--- config.mk ---
export PLATFORM = sky130hd
export DESIGN_NAME = relu_grad_seq
export DESIGN_NICKNAME = d
export VERILOG_FILES = /design/src/rtl/relu_grad_seq.sv
export SDC_FILE = /design/constraint.sdc
export NUM_CORES = 1
export LEC_CHECK = 0
export ABC_AREA = 1
export CAP_MARGIN = 20
export CORE_ASPECT_RATIO = 1.25
export CORE_MARGIN = 2
export CORE_UTILIZATION = 41
export CTS_CLUSTER_DIAMETER = 150
export DETAILED_ROUTE_END_ITERATION = 8
export GPL_ROUTABILITY_DRIVEN = 0
export PLACE_DENSITY = 0.75
export SETUP_SLACK_MARGIN = 0.2
export SKIP_LAST_GASP = 1
export SLEW_MARGIN = 20
export SYNTH_ARGS = -nofsm -noshare
export SYNTH_HDL_FRONTEND = slang
export SYNTH_SLANG_ARGS = --single-unit
--- constraint.sdc ---
create_clock -name clk -period 1.5 [get_ports clk]
set_input_delay 0.45 -clock clk [delete_from_list [all_inputs] [get_ports clk]]
set_output_delay 0.45 -clock clk [all_outputs]
set_load 0.005 [all_outputs]
--- src/rtl/relu_grad_seq.sv ---
// -----------------------------------------------------------------------------
// relu_grad_seq
//
// Purpose:
//   Sequences the ReLU-derivative gating step of backpropagation over one
//   layer vector of NUM elements. Each accepted (z, err) pair produces
//   grad = (err * relu'(z)) >>> FRAC. The result is held in a one-deep output
//   register until the consumer takes it. A start/busy/done FSM brackets each
//   vector.
//
// Build option:
//   RELU_GRAD_LEAKY_EN  - when defined, the derivative for z < 0 is the leaky
//                         slope 1/8 instead of 0. Timing and handshakes are
//                         the same in both builds.
//
// Ports:
//   clk          rising-edge clock
//   rst_n        asynchronous active-low reset
//   i_start      1-cycle request to process one vector (ignored unless IDLE)
//   o_busy       high from start acceptance until done
//   o_done       1-cycle pulse after the last element leaves
//   i_in_valid   z/err pair valid
//   o_in_ready   block accepts a pair this cycle
//   i_in_z       pre-activation value (Q8.8 signed)
//   i_in_err     upstream error (Q8.8 signed)
//   o_out_valid  grad valid
//   i_out_ready  consumer accepts grad
//   o_out_grad   gated gradient (Q8.8 signed)
//   o_out_last   high with the final element (index NUM-1)
// -----------------------------------------------------------------------------
// state   | meaning
// --------+--------------------------------------------------------------------
// S_IDLE  | waiting for i_start; input closed
// S_RUN   | accepting pairs until NUM have been taken
// S_DRAIN | all inputs taken; waiting for the final output handshake
// S_DONE  | one-cycle done pulse, busy low, then back to S_IDLE
// -----------------------------------------------------------------------------
module relu_grad_seq #(
    parameter int NBITS = 16,
    parameter int FRAC  = 8,
    parameter int NUM   = 8
) (
    input  logic             clk,
    input  logic             rst_n,
    input  logic             i_start,
    output logic             o_busy,
    output logic             o_done,
    input  logic             i_in_valid,
    output logic             o_in_ready,
    input  logic [NBITS-1:0] i_in_z,
    input  logic [NBITS-1:0] i_in_err,
    output logic             o_out_valid,
    input  logic             i_out_ready,
    output logic [NBITS-1:0] o_out_grad,
    output logic             o_out_last
);

    localparam int CW = $clog2(NUM + 1);
    localparam logic [CW-1:0] NUM_C  = CW'(NUM);
    localparam logic [CW-1:0] LAST_C = CW'(NUM - 1);
    localparam int PW = 2 * NBITS;

    // Derivative values in the same Q format as the data: "one" is 1<<FRAC.
    localparam logic signed [PW-1:0] POS_DERIV = PW'(1) << FRAC;
`ifdef RELU_GRAD_LEAKY_EN
    // Slope 1/8: (err * (1<<(FRAC-3))) >>> FRAC is exactly err >>> 3.
    localparam logic signed [PW-1:0] NEG_DERIV = PW'(1) << (FRAC - 3);
`else
    localparam logic signed [PW-1:0] NEG_DERIV = '0;
`endif

    typedef enum logic [1:0] {
        S_IDLE  = 2'd0,
        S_RUN   = 2'd1,
        S_DRAIN = 2'd2,
        S_DONE  = 2'd3
    } state_t;

    state_t              r_state;
    state_t              w_state_nxt;
    logic [CW-1:0]       r_in_cnt;
    logic [CW-1:0]       r_out_cnt;
    logic                r_out_valid;
    logic                r_out_last;
    logic [NBITS-1:0]    r_out_grad;

    logic                w_in_ready;
    logic                w_in_hs;
    logic                w_out_hs;
    logic                w_clr_cnt;
    logic                w_busy;
    logic                w_done;
    logic signed [PW-1:0] w_deriv;
    logic signed [PW-1:0] w_err_ext;
    logic signed [PW-1:0] w_prod;
    logic [NBITS-1:0]    w_grad;

    // -------------------------------------------------------------------------
    // Arithmetic. Written as the reference product form; with constant
    // derivative values this reduces to a mux/shift in synthesis.
    // -------------------------------------------------------------------------
    assign w_deriv   = i_in_z[NBITS-1] ? NEG_DERIV : POS_DERIV;
    assign w_err_ext = {{NBITS{i_in_err[NBITS-1]}}, i_in_err};
    assign w_prod    = w_err_ext * w_deriv;
    assign w_grad    = NBITS'(w_prod >>> FRAC);

    // -------------------------------------------------------------------------
    // Handshakes
    // -------------------------------------------------------------------------
    assign w_in_hs  = i_in_valid && w_in_ready;
    assign w_out_hs = r_out_valid && i_out_ready;

    // -------------------------------------------------------------------------
    // FSM state register
    // -------------------------------------------------------------------------
    always_ff @(posedge clk or negedge rst_n) begin
        if (!rst_n) begin
            r_state <= S_IDLE;
        end else begin
            r_state <= w_state_nxt;
        end
    end

    // -------------------------------------------------------------------------
    // FSM next state and control outputs
    // -------------------------------------------------------------------------
    always_comb begin
        w_state_nxt = r_state;
        w_busy      = 1'b0;
        w_done      = 1'b0;
        w_in_ready  = 1'b0;
        w_clr_cnt   = 1'b0;

        case (r_state)
            S_IDLE: begin
                if (i_start) begin
                    w_state_nxt = S_RUN;
                    w_clr_cnt   = 1'b1;
                end
            end

            S_RUN: begin
                w_busy = 1'b1;
                // A new pair may enter when the output slot is empty or is
                // being emptied this same cycle (full throughput).
                w_in_ready = (r_in_cnt < NUM_C) && (!r_out_valid || i_out_ready);
                if (i_in_valid && w_in_ready && (r_in_cnt == LAST_C)) begin
                    w_state_nxt = S_DRAIN;
                end
            end

            S_DRAIN: begin
                w_busy = 1'b1;
                if (r_out_valid && i_out_ready && (r_out_cnt == LAST_C)) begin
                    w_state_nxt = S_DONE;
                end
            end

            S_DONE: begin
                w_done      = 1'b1;
                w_state_nxt = S_IDLE;
            end

            default: begin
                w_state_nxt = S_IDLE;
            end
        endcase
    end

    // -------------------------------------------------------------------------
    // Counters and the one-deep output register
    // -------------------------------------------------------------------------
    always_ff @(posedge clk or negedge rst_n) begin
        if (!rst_n) begin
            r_in_cnt    <= '0;
            r_out_cnt   <= '0;
            r_out_valid <= 1'b0;
            r_out_last  <= 1'b0;
            r_out_grad  <= '0;
        end else begin
            if (w_clr_cnt) begin
                r_in_cnt  <= '0;
                r_out_cnt <= '0;
            end

            if (w_in_hs) begin
                r_out_grad  <= w_grad;
                r_out_valid <= 1'b1;
                r_out_last  <= (r_in_cnt == LAST_C);
                r_in_cnt    <= r_in_cnt + CW'(1);
            end else if (w_out_hs) begin
                r_out_valid <= 1'b0;
                r_out_last  <= 1'b0;
            end

            if (w_out_hs) begin
                r_out_cnt <= r_out_cnt + CW'(1);
            end
        end
    end

    assign o_busy      = w_busy;
    assign o_done      = w_done;
    assign o_in_ready  = w_in_ready;
    assign o_out_valid = r_out_valid;
    assign o_out_grad  = r_out_grad;
    assign o_out_last  = r_out_last;

endmodule

==> metrics.txt, run 1 <==
outcome=complete, but fails checks; failing checks=negative setup slack; internal power=0.00227 W; # DRC=0; Syn. warnings=0; Static Leak=1.16 nW; Core Rows=23; switching pwr=0.00131 W; clock sink count=28; Syn-to-layout area delta=67.5%; initial antenna violation count=0; die width=54.9 um; mean post-synth cell area=8.58 sq um; reg2reg start=r_state[1]; Max-Cap Viols=0; Setup CP Type=flip-flop to output pin; RSZ-0062 raised after global routing=yes; final worst-path cycle share=109%; CP Max Fanout=2; dpl hpwl=2370 um; Seq/Total Area, Yosys=52.7%; CP max stage cell=dfrtp_1; flip-flop and latch count after synthesis=28; Post-synth top cells=57 x nand2_1, 29 x nand3_1, 28 x dfrtp_1, 10 x inv_1; sequential power share=31.9%; root buffer cell=clkbuf_8; Final min period=1.63 ns; drt initial violations=32; Main synth FF type=dfrtp_1; Combinational Power Share=55.2%; CTS buffer count=3; hold endpoint=r_out_cnt[3]; share of synthesized registers carrying an async set or reset=100%; CTS tree=built; total track usage=22.3%; Post-synth EDFFs=0; worst hold path class=flip-flop to flip-flop; final setup fails=23; Die Ht=67.7 um; IO Pins=58; Synth Instances=155; Layout Skew=0.00263 ns; Antenna Nets Post-Route=0; Die ar.=0.00372 sq mm; vias per cell=5.14; type of origin of the critical path=flip-flop; Final Max Slew Viols=0; top-count cell post-synth=nand2_1; first-pass GRT wire length=5840 um; H-tree levels=1; diodes inserted=0; Worst VDD drop=1.15 mV; Netlist Area Pre-Place=0.00133 sq mm; Worst R2R Path Depth=10; Port-buffer cells=42; Worst Max-Slew Pin Slew=0.726 ns; Final Hold Viols=0; effective utilization at floorplan=42.0%; Max-slew headroom=51.6%; Skew-Pair Late Insertion Delay=0.27 ns; worst hold start=r_out_cnt[3]; largest net degree at the start of global routing=29; clk slew on worst S/H paths=0.09 ns; Yosys top cell by area=dfrtp_1; Yosys top cell area share=52.7%; worst setup margin=-0.134 ns; Total Wirelength=3890 um; final core occ=70.4%; placeable core area=0.00317 sq mm; Multi-input gate area=713 sq um; fmax=0.612 GHz; CP peak stage delay=0.40 ns; NumNets Final=273; largest cells by area after synthesis=dfrtp_1 53%, nand2_1 16%, nand3_1 11%; register area=701 sq um; Congestion Overflow GR=0; crit-path cells=buf_6 > ha_4 > inv_4 > nor2_4 > buf_2; crit path DAT=1.18 ns; Worst Hold Depth=1; layout cells sized above 1=39.5%; Synth Net Count=199; Fillers=250; Routed WL per cell=14.7 um; flop2flop setup slack=-0.10 ns; Clock Path Buffers=2; crit path capture type=output pin; RR Endpoint=o_out_grad[10]; Fin Setup TNS=-1.83 ns; PnR Total Power=0.00357 W; post-synthesis cell type count=18; power per cell area=1600 mW/mm^2; Crit path required time=1.05 ns; 1st-pass router iterations=4; Switching Share=36.6%; vias in the first global route=1,326; Clock power frac=12.8%; via count=1,361
how the worst max path moves through the flow:
stage,start,to,slack [ns],depth (start not counted)
3_3_place_gp,i_out_ready,o_in_ready,-0.62,6
5_1_grt,r_state[1],o_out_grad[10],-0.19,10
4_1_cts,r_state[1],o_busy,-0.13,4
6_report,r_state[0],o_in_ready,-0.13,5
3_5_place_dp,i_out_ready,o_in_ready,-0.68,6
2_1_floorplan,r_state[1],r_in_cnt[0],0.21,8
what timing repair did:
action | 4_1_cts | 5_1_grt
endpoints found under the hold margin | 0 | 0
cloned | 4 | 0
resized for setup | 121 | 21
setup buffers | 12 | 3
pin swaps | 12 | 17
endpoints found under the setup margin | 47 | 28
hold buffers | 0 | 0
kinds of logic (layout without fill, tap and decap cells):
| group | count (synthesis) | after routing | synth area share [%] |
|---|---|---|---|
| adders and majority gates | 7 | 7 | 6.58 |
| and+or+nand+nor | 98 | 98 | 32.1 |
| AOI/OAI and AO/OA | 5 | 5 | 2.16 |
| buffers and inverters | 17 | 90 | 6.49 |
| DFF | 28 | 28 | 52.7 |
state kept, by name (all words and copies together) (netlist names):
| name | count |
|---|---|
| o_out_grad | 16 |
| r_in_cnt | 4 |
| r_out_cnt | 4 |
| r_state | 2 |
| o_out_last | 1 |
| o_out_valid | 1 |
layout make-up:
type                    instances  share of cell area, %
clock buffers                   4                   2.47
flip-flops and latches         28                   31.4
well taps                      37                   2.08
repair inverters                2                  0.674
multi-input cells             110                   32.0
repair buffers                 72                   29.1
inverters                      12                   2.25
worst max-delay path: cells and delay by family, from the launching register on:
| family | cells | cell delay (ns) |
|---|---|---|
| buf+inv | 3 | 0.31 |
| simple gates | 1 | 0.03 |
| fa+ha+maj | 1 | 0.17 |
| flops | 1 | 0.40 |
per-layer routing:
metal  share of wire [%]  vias up  global-route usage, %  routed length (um)
met4                 3.3        0                   11.3                 130
met1                  37      660                   23.8                1460
met2                  55       46                   40.6                2140
met5                   0        -                      0                   0
li1                    -      643                      -                   -
met3                 4.2       12                   3.76                 162
cells in the final DEF (no fill, tap or decap), types with 3 or more instances in the layout:
cell             count
ha_4                 4
ha_1                 3
inv_1                8
buf_12               3
clkdlybuf4s50_1     20
nand3_2             19
buf_2               18
buf_6               15
clkbuf_8             4
buf_4               14
nor2_1               6
dfrtp_1             28
nand3_1             10
nand2_1             55
per-stage QoR:
stage / hold WS [ns] / cell area [sq um] / instances / worst slack (ns)
2_1_floorplan: 0.154 / 1330 / 155 / 0.210
6_report: 0.484 / 2230 / 265 / -0.134
4_1_cts: 0.484 / 2090 / 262 / -0.134
3_3_place_gp: 0.453 / 1870 / 242 / -0.621
5_1_grt: 0.508 / 2230 / 265 / -0.193
3_5_place_dp: 0.465 / 1870 / 242 / -0.679
power groups by stage:
stage               logic [W]  clock network [W]  registers, W
finish                0.00197           0.000458       0.00114
global route          0.00215           0.000499       0.00117
CTS                   0.00169           0.000476       0.00113
detailed placement    0.00138                  0       0.00115
global placement      0.00131                  0       0.00114
floorplan            0.000630                  0       0.00116
(Power assumes the default switching activity.)
==> inputs of run 2 (changes only) <==
--- a/config.mk
+++ b/config.mk
@@ -14,7 +14,7 @@
 export DETAILED_ROUTE_END_ITERATION = 8
 export GPL_ROUTABILITY_DRIVEN = 0
 export PLACE_DENSITY = 0.75
-export SETUP_SLACK_MARGIN = 0.2
+export SETUP_SLACK_MARGIN = 0.3
 export SKIP_LAST_GASP = 1
 export SLEW_MARGIN = 20
 export SYNTH_ARGS = -nofsm -noshare
==> run 2 against run 1 <==
Compared with the run above: the run still ends with negative setup slack left; via count shrank 2.9%; routed wire length shrank 4.0%; register-to-register slack is essentially flat; flip-flop and latch count is the same; clock skew grew 0.0025 ns; sequential share of layout area grew 0.38 points; sequential power is essentially flat; global-route usage shrank 2.3 points.
==> metrics.txt, run 2 (synthesis results as in run 1) <==
outcome=complete, but fails checks (unchanged); failing checks=negative setup slack (unchanged); Final Max Slew Viols=0 (unchanged); power per cell area=1590 mW/mm^2 (was 1600 mW/mm^2); largest net degree at the start of global routing=29 (unchanged); Antenna Nets Post-Route=0 (unchanged); first-pass GRT wire length=5330 um (was 5840 um); worst setup margin=-0.140 ns (was -0.134 ns); Worst Max-Slew Pin Slew=0.659 ns (was 0.726 ns); crit-path most repeated cell=buf_6; commonest non-fill, non-tap cell in the layout=nand2_1 (unchanged); Static Leak=1.16 nW (about the same); Die Ht=67.7 um (unchanged); Total Wirelength=3740 um (was 3890 um); CTS tree=built (unchanged); die width=54.9 um (unchanged); Worst Path Buf+Inv=3 (unchanged); Die ar.=0.00372 sq mm (unchanged); drt initial violations=14 (was 32); vias per cell=5.02 (was 5.14); Setup CP Type=flip-flop to output pin (unchanged); Finished Layout Cells=263 (was 265); Syn-to-layout area delta=65.9% (was 67.5%); RSZ-0062 raised after global routing=yes (unchanged); effective utilization at floorplan=42.0% (unchanged); root buffer cell=clkbuf_8 (unchanged); Final Hold Viols=0 (unchanged); Port-buffer cells=42 (unchanged); Max-slew headroom=56.0% (was 51.6%); Final min period=1.64 ns (was 1.63 ns); layout cells sized above 1=42.9% (was 39.5%); IO Pins=58 (unchanged); crit path capture type=output pin (unchanged); Cells after DPL=242 (unchanged); CP top delay family=flip-flops (unchanged); max FFs per register=16 (unchanged); final core occ=69.7% (was 70.4%); CTS buffer count=3 (unchanged); Crit path required time=1.05 ns (about the same); Crit. Startpoint=r_state[0] (unchanged); Worst R2R Path Depth=10 (unchanged); flop2flop setup slack=-0.09 ns (was -0.10 ns); clk slew on worst S/H paths=0.09 ns (about the same); Final Cell Area=0.00221 sq mm (was 0.00223 sq mm); crit path DAT=1.19 ns (was 1.18 ns); 1st-pass router iterations=4 (unchanged); initial antenna violation count=0 (unchanged); Worst VDD drop=1.08 mV (was 1.15 mV); Max-Cap Viols=0 (unchanged); final worst-path cycle share=109% (about the same); dpl hpwl=2280 um (was 2370 um); final setup fails=24 (was 23); Skew-Pair Late Insertion Delay=0.27 ns (about the same); critical path endpoint=o_busy (was o_in_ready); DP Area=0.00189 sq mm (was 0.00187 sq mm); most frequent cells in the layout=52 x nand2_1, 27 x dfrtp_1, 20 x clkdlybuf4s50_1 (was 55 x nand2_1, 28 x dfrtp_1, 20 x clkdlybuf4s50_1); hold-fix buffers at CTS=0 (unchanged); crit-path cells=buf_6 > inv_4 > ha_4 > buf_6 (was buf_6 > ha_4 > inv_4 > nor2_4 > buf_2); # DRC=0 (unchanged); CP max stage cell=dfrtp_2 (was dfrtp_1); clock sink count=28 (unchanged); type of origin of the critical path=flip-flop (unchanged); RR Endpoint=o_out_grad[4] (was o_out_grad[10]); diodes inserted=0 (unchanged); via count=1,321 (was 1,361); CP Max Fanout=2 (unchanged); Clock Path Buffers=2 (unchanged); Routed WL per cell=14.2 um (was 14.7 um); Core Rows=23 (unchanged); placeable core area=0.00317 sq mm (unchanged); CP peak stage delay=0.43 ns (was 0.40 ns); Levels on crit path=4 (was 5); reg2reg start=r_state[1] (unchanged); fmax=0.610 GHz (was 0.612 GHz); H-tree levels=1 (unchanged); worst hold path class=flip-flop to flip-flop (unchanged); Congestion Overflow GR=0 (unchanged); vias in the first global route=1,218 (was 1,326); total track usage=20.0% (was 22.3%); NumNets Final=271 (was 273); Layout Skew=0.00511 ns (was 0.00263 ns)
run 2: per-layer routing:
| layer | part of all wire [%] | up-vias | track usage (%) |
|---|---|---|---|
| li1 | - | 639 | - |
| met1 | 40 | 635 | 24.2 |
| met2 | 54 | 43 | 35.7 |
| met3 | 4.9 | 4 | 3.10 |
| met4 | 0.83 | 0 | 5.79 |
| met5 | 0 | - | 0 |
run 2: where the power goes:
part           internal [W]  switching (W)
combinational       0.00101       0.000880
sequential         0.000991       0.000157
clock              0.000235       0.000231
run 2: through the flow:
step | worst slack [ns] | hold WS (ns) | power, W | TNS (ns)
2_1_floorplan | 0.263 | 0.154 | 0.00184 | 0
3_3_place_gp | -0.609 | 0.454 | 0.00251 | -9.82
5_1_grt | -0.192 | 0.505 | 0.00373 | -3.72
3_5_place_dp | -0.652 | 0.462 | 0.00258 | -11.16
6_report | -0.140 | 0.489 | 0.00351 | -1.44
4_1_cts | -0.149 | 0.485 | 0.00330 | -0.779
run 2: layout make-up:
type	count	area, sq um
fill	252	960
multi-input combinational	110	721
sequential	28	702
timing repair buffer	72	624
inverter	12	57.6
clock buffer	4	55.1
tap	37	46.3
run 2: worst register-to-register path, stage by stage (launching register included):
cell     delay [ns]
dfrtp_1        0.40
inv_2          0.07
buf_6          0.10
ha_4           0.13
inv_4          0.03
buf_4          0.14
nor3_4         0.21
buf_6          0.15
buf_8          0.13
nand3_2        0.07
nand2_1        0.09
run 2: worst min-delay path by stage:
| stage | start | to | slack [ns] | cells after the start |
|---|---|---|---|---|
| after detailed placement | o_out_grad[9] | o_out_grad[9] | 0.46 | 2 |
| after global routing | o_out_grad[0] | o_out_grad[0] | 0.51 | 2 |
| after CTS | o_out_grad[0] | o_out_grad[0] | 0.48 | 2 |
| after global placement | r_out_cnt[3] | r_out_cnt[3] | 0.45 | 1 |
| final | o_out_grad[0] | o_out_grad[0] | 0.49 | 2 |
| after floorplan | rst_n | o_out_grad[0] | 0.15 | 0 |
run 2: what timing repair did:
action                                 4_1_cts  5_1_grt
resized for setup                          122       21
endpoints found under the hold margin        0        0
gates cloned                                 1        0
pin swaps                                   18        9
setup endpoints to repair                   49       48
setup buffers                               12        4
==> inputs of run 3 (changes only) <==
--- a/config.mk
+++ b/config.mk
@@ -10,6 +10,7 @@
 export CORE_ASPECT_RATIO = 1.25
 export CORE_MARGIN = 2
 export CORE_UTILIZATION = 41
+export CTS_BUF_LIST = sky130_fd_sc_hd__clkbuf_16
 export CTS_CLUSTER_DIAMETER = 150
 export DETAILED_ROUTE_END_ITERATION = 8
 export GPL_ROUTABILITY_DRIVEN = 0
==> run 3 against run 2 <==
Compared with the run above: the run still ends with negative setup slack left; sequential power about the same; sequential share of layout area about the same; clock-buffer cell count decreased by 1; die area stayed put; flip-flop and latch count unchanged.
==> metrics.txt, run 3 (synthesis results as in run 1) <==
Layout Skew=0.00241 ns (was 0.00511 ns); Final Max Slew Viols=0 (unchanged); Clock Path Buffers=2 (unchanged); Antenna Nets Post-Route=0 (unchanged); Syn-to-layout area delta=66.0% (was 65.9%); worst hold start=o_out_grad[2] (was o_out_grad[0]); final setup fails=21 (was 24); fmax=0.620 GHz (was 0.610 GHz); worst setup margin=-0.113 ns (was -0.140 ns); 1st-pass router iterations=4 (unchanged); flop2flop setup slack=-0.06 ns (was -0.09 ns); diodes inserted=0 (unchanged); drt initial violations=5 (was 14); crit path DAT=1.16 ns (was 1.19 ns); effective utilization at floorplan=42.0% (unchanged); CTS tree=built (unchanged); die width=54.9 um (unchanged); dpl hpwl=2280 um (unchanged); CTS buffer count=3 (unchanged); power per cell area=1610 mW/mm^2 (was 1590 mW/mm^2); Die ar.=0.00372 sq mm (unchanged); commonest non-fill, non-tap cell in the layout=nand2_1 (unchanged); Congestion Overflow GR=0 (unchanged); Total Wirelength=3660 um (was 3740 um); crit path capture type=output pin (unchanged); vias in the first global route=1,217 (was 1,218); outcome=complete, but fails checks (unchanged); most frequent cells in the layout=53 x nand2_1, 27 x dfrtp_1, 19 x nand3_2, 19 x clkdlybuf4s50_1, 19 x buf_2 (was 52 x nand2_1, 27 x dfrtp_1, 20 x clkdlybuf4s50_1); reg2reg start=r_state[1] (unchanged); hold_ws=0.479 ns (was 0.489 ns); placeable core area=0.00317 sq mm (unchanged); Worst R2R Path Depth=10 (unchanged); clock sink count=28 (unchanged); Final Hold Viols=0 (unchanged); Fillers=255 (was 252); RSZ-0062 raised after global routing=yes (unchanged); max FFs per register=16 (unchanged); largest net degree at the start of global routing=29 (unchanged); type of origin of the critical path=flip-flop (unchanged); Skew-Pair Late Insertion Delay=0.26 ns (was 0.27 ns); failing checks=negative setup slack (unchanged); Max-Cap Viols=0 (unchanged); Static Leak=1.17 nW (was 1.16 nW); H-tree levels=1 (unchanged); Final min period=1.61 ns (was 1.64 ns); IO Pins=58 (unchanged); Post-Place Setup Slack=-0.652 ns (unchanged); Core Rows=23 (unchanged); critical path endpoint=o_done (was o_busy); CP Max Fanout=3 (was 2); RR Endpoint=o_out_grad[4] (unchanged); initial antenna violation count=0 (unchanged); Routed WL per cell=13.9 um (was 14.2 um); NumNets Final=271 (unchanged); Worst Max-Slew Pin Slew=0.730 ns (was 0.659 ns); root buffer cell=clkbuf_16 (was clkbuf_8); layout cells sized above 1=42.5% (was 42.9%); final worst-path cycle share=108% (was 109%); vias per cell=4.96 (was 5.02); # DRC=0 (unchanged); Port-buffer cells=42 (unchanged); first-pass GRT wire length=5290 um (was 5330 um); Setup CP Type=flip-flop to output pin (unchanged); worst hold path class=flip-flop to flip-flop (unchanged); Max-slew headroom=51.3% (was 56.0%); Worst VDD drop=1.05 mV (was 1.08 mV); Die Ht=67.7 um (unchanged); Crit. Startpoint=r_state[1] (was r_state[0]); via count=1,305 (was 1,321); clk slew on worst S/H paths=0.06 ns (was 0.09 ns); total track usage=19.5% (was 20.0%); Crit path required time=1.05 ns (about the same)
==> run 3: metrics by stage <==
step           std cells  instance area [sq um]  setup TNS, ns  power (W)  utilization (%)
2_1_floorplan        155                   1360              0    0.00184                -
3_3_place_gp         242                   1890          -9.82    0.00251             59.8
3_5_place_dp         242                   1890         -11.16    0.00258             59.8
4_1_cts              260                   2110         -0.550    0.00344             66.8
5_1_grt              263                   2210          -3.11    0.00379             69.8
6_report             263                   2210         -0.965    0.00356             69.8
==> run 3: how the worst min path moves through the flow <==
stage | end | slack [ns] | depth (start not counted)
6_report | o_out_grad[2] | 0.48 | 2
4_1_cts | o_out_grad[0] | 0.48 | 2
5_1_grt | o_out_grad[0] | 0.50 | 2
3_3_place_gp | r_out_cnt[3] | 0.45 | 1
2_1_floorplan | o_out_grad[0] | 0.15 | 0
3_5_place_dp | o_out_grad[9] | 0.46 | 2
==> run 3: power breakdown <==
group / switching [W] / total (W) / leakage (nW) / internal, W
sequential: 0.000151 / 0.00114 / 0.369 / 0.000993
clock: 0.000239 / 0.000596 / 0.0385 / 0.000357
combinational: 0.000852 / 0.00182 / 0.759 / 0.000965
==> run 3: repair_timing <==
action,in CTS,in global routing
cloned,1,0
gates resized for setup,117,20
setup endpoints to repair,49,48
hold buffers,0,0
pin swaps,15,11
buffers inserted,13,3
==> run 3: cell type report <==
class / instances / area (sq um) / area share, %
sequential: 28 / 702 / 31.8
inverter: 12 / 55.1 / 2.49
clock buffer: 3 / 75.1 / 3.40
multi-input combinational: 110 / 707 / 32.0
clock inverter: 1 / 3.75 / 0.170
tap: 37 / 46.3 / 2.10
timing repair buffer: 72 / 619 / 28.0
==> run 3: critical path, stage by stage (launching register included) <==
cell and delay (ns):
dfrtp_1 0.39, buf_4 0.14, buf_6 0.11, ha_2 0.15, buf_2 0.12
==> run 3: metal layers <==
metal / part of all wire, % / global-route usage, % / vias to the layer above
met5: 0 / 0 / -
met4: 1.9 / 6.40 / 0
met3: 4.6 / 2.21 / 6
met2: 53 / 35.1 / 39
met1: 40 / 23.6 / 623
li1: - / - / 637
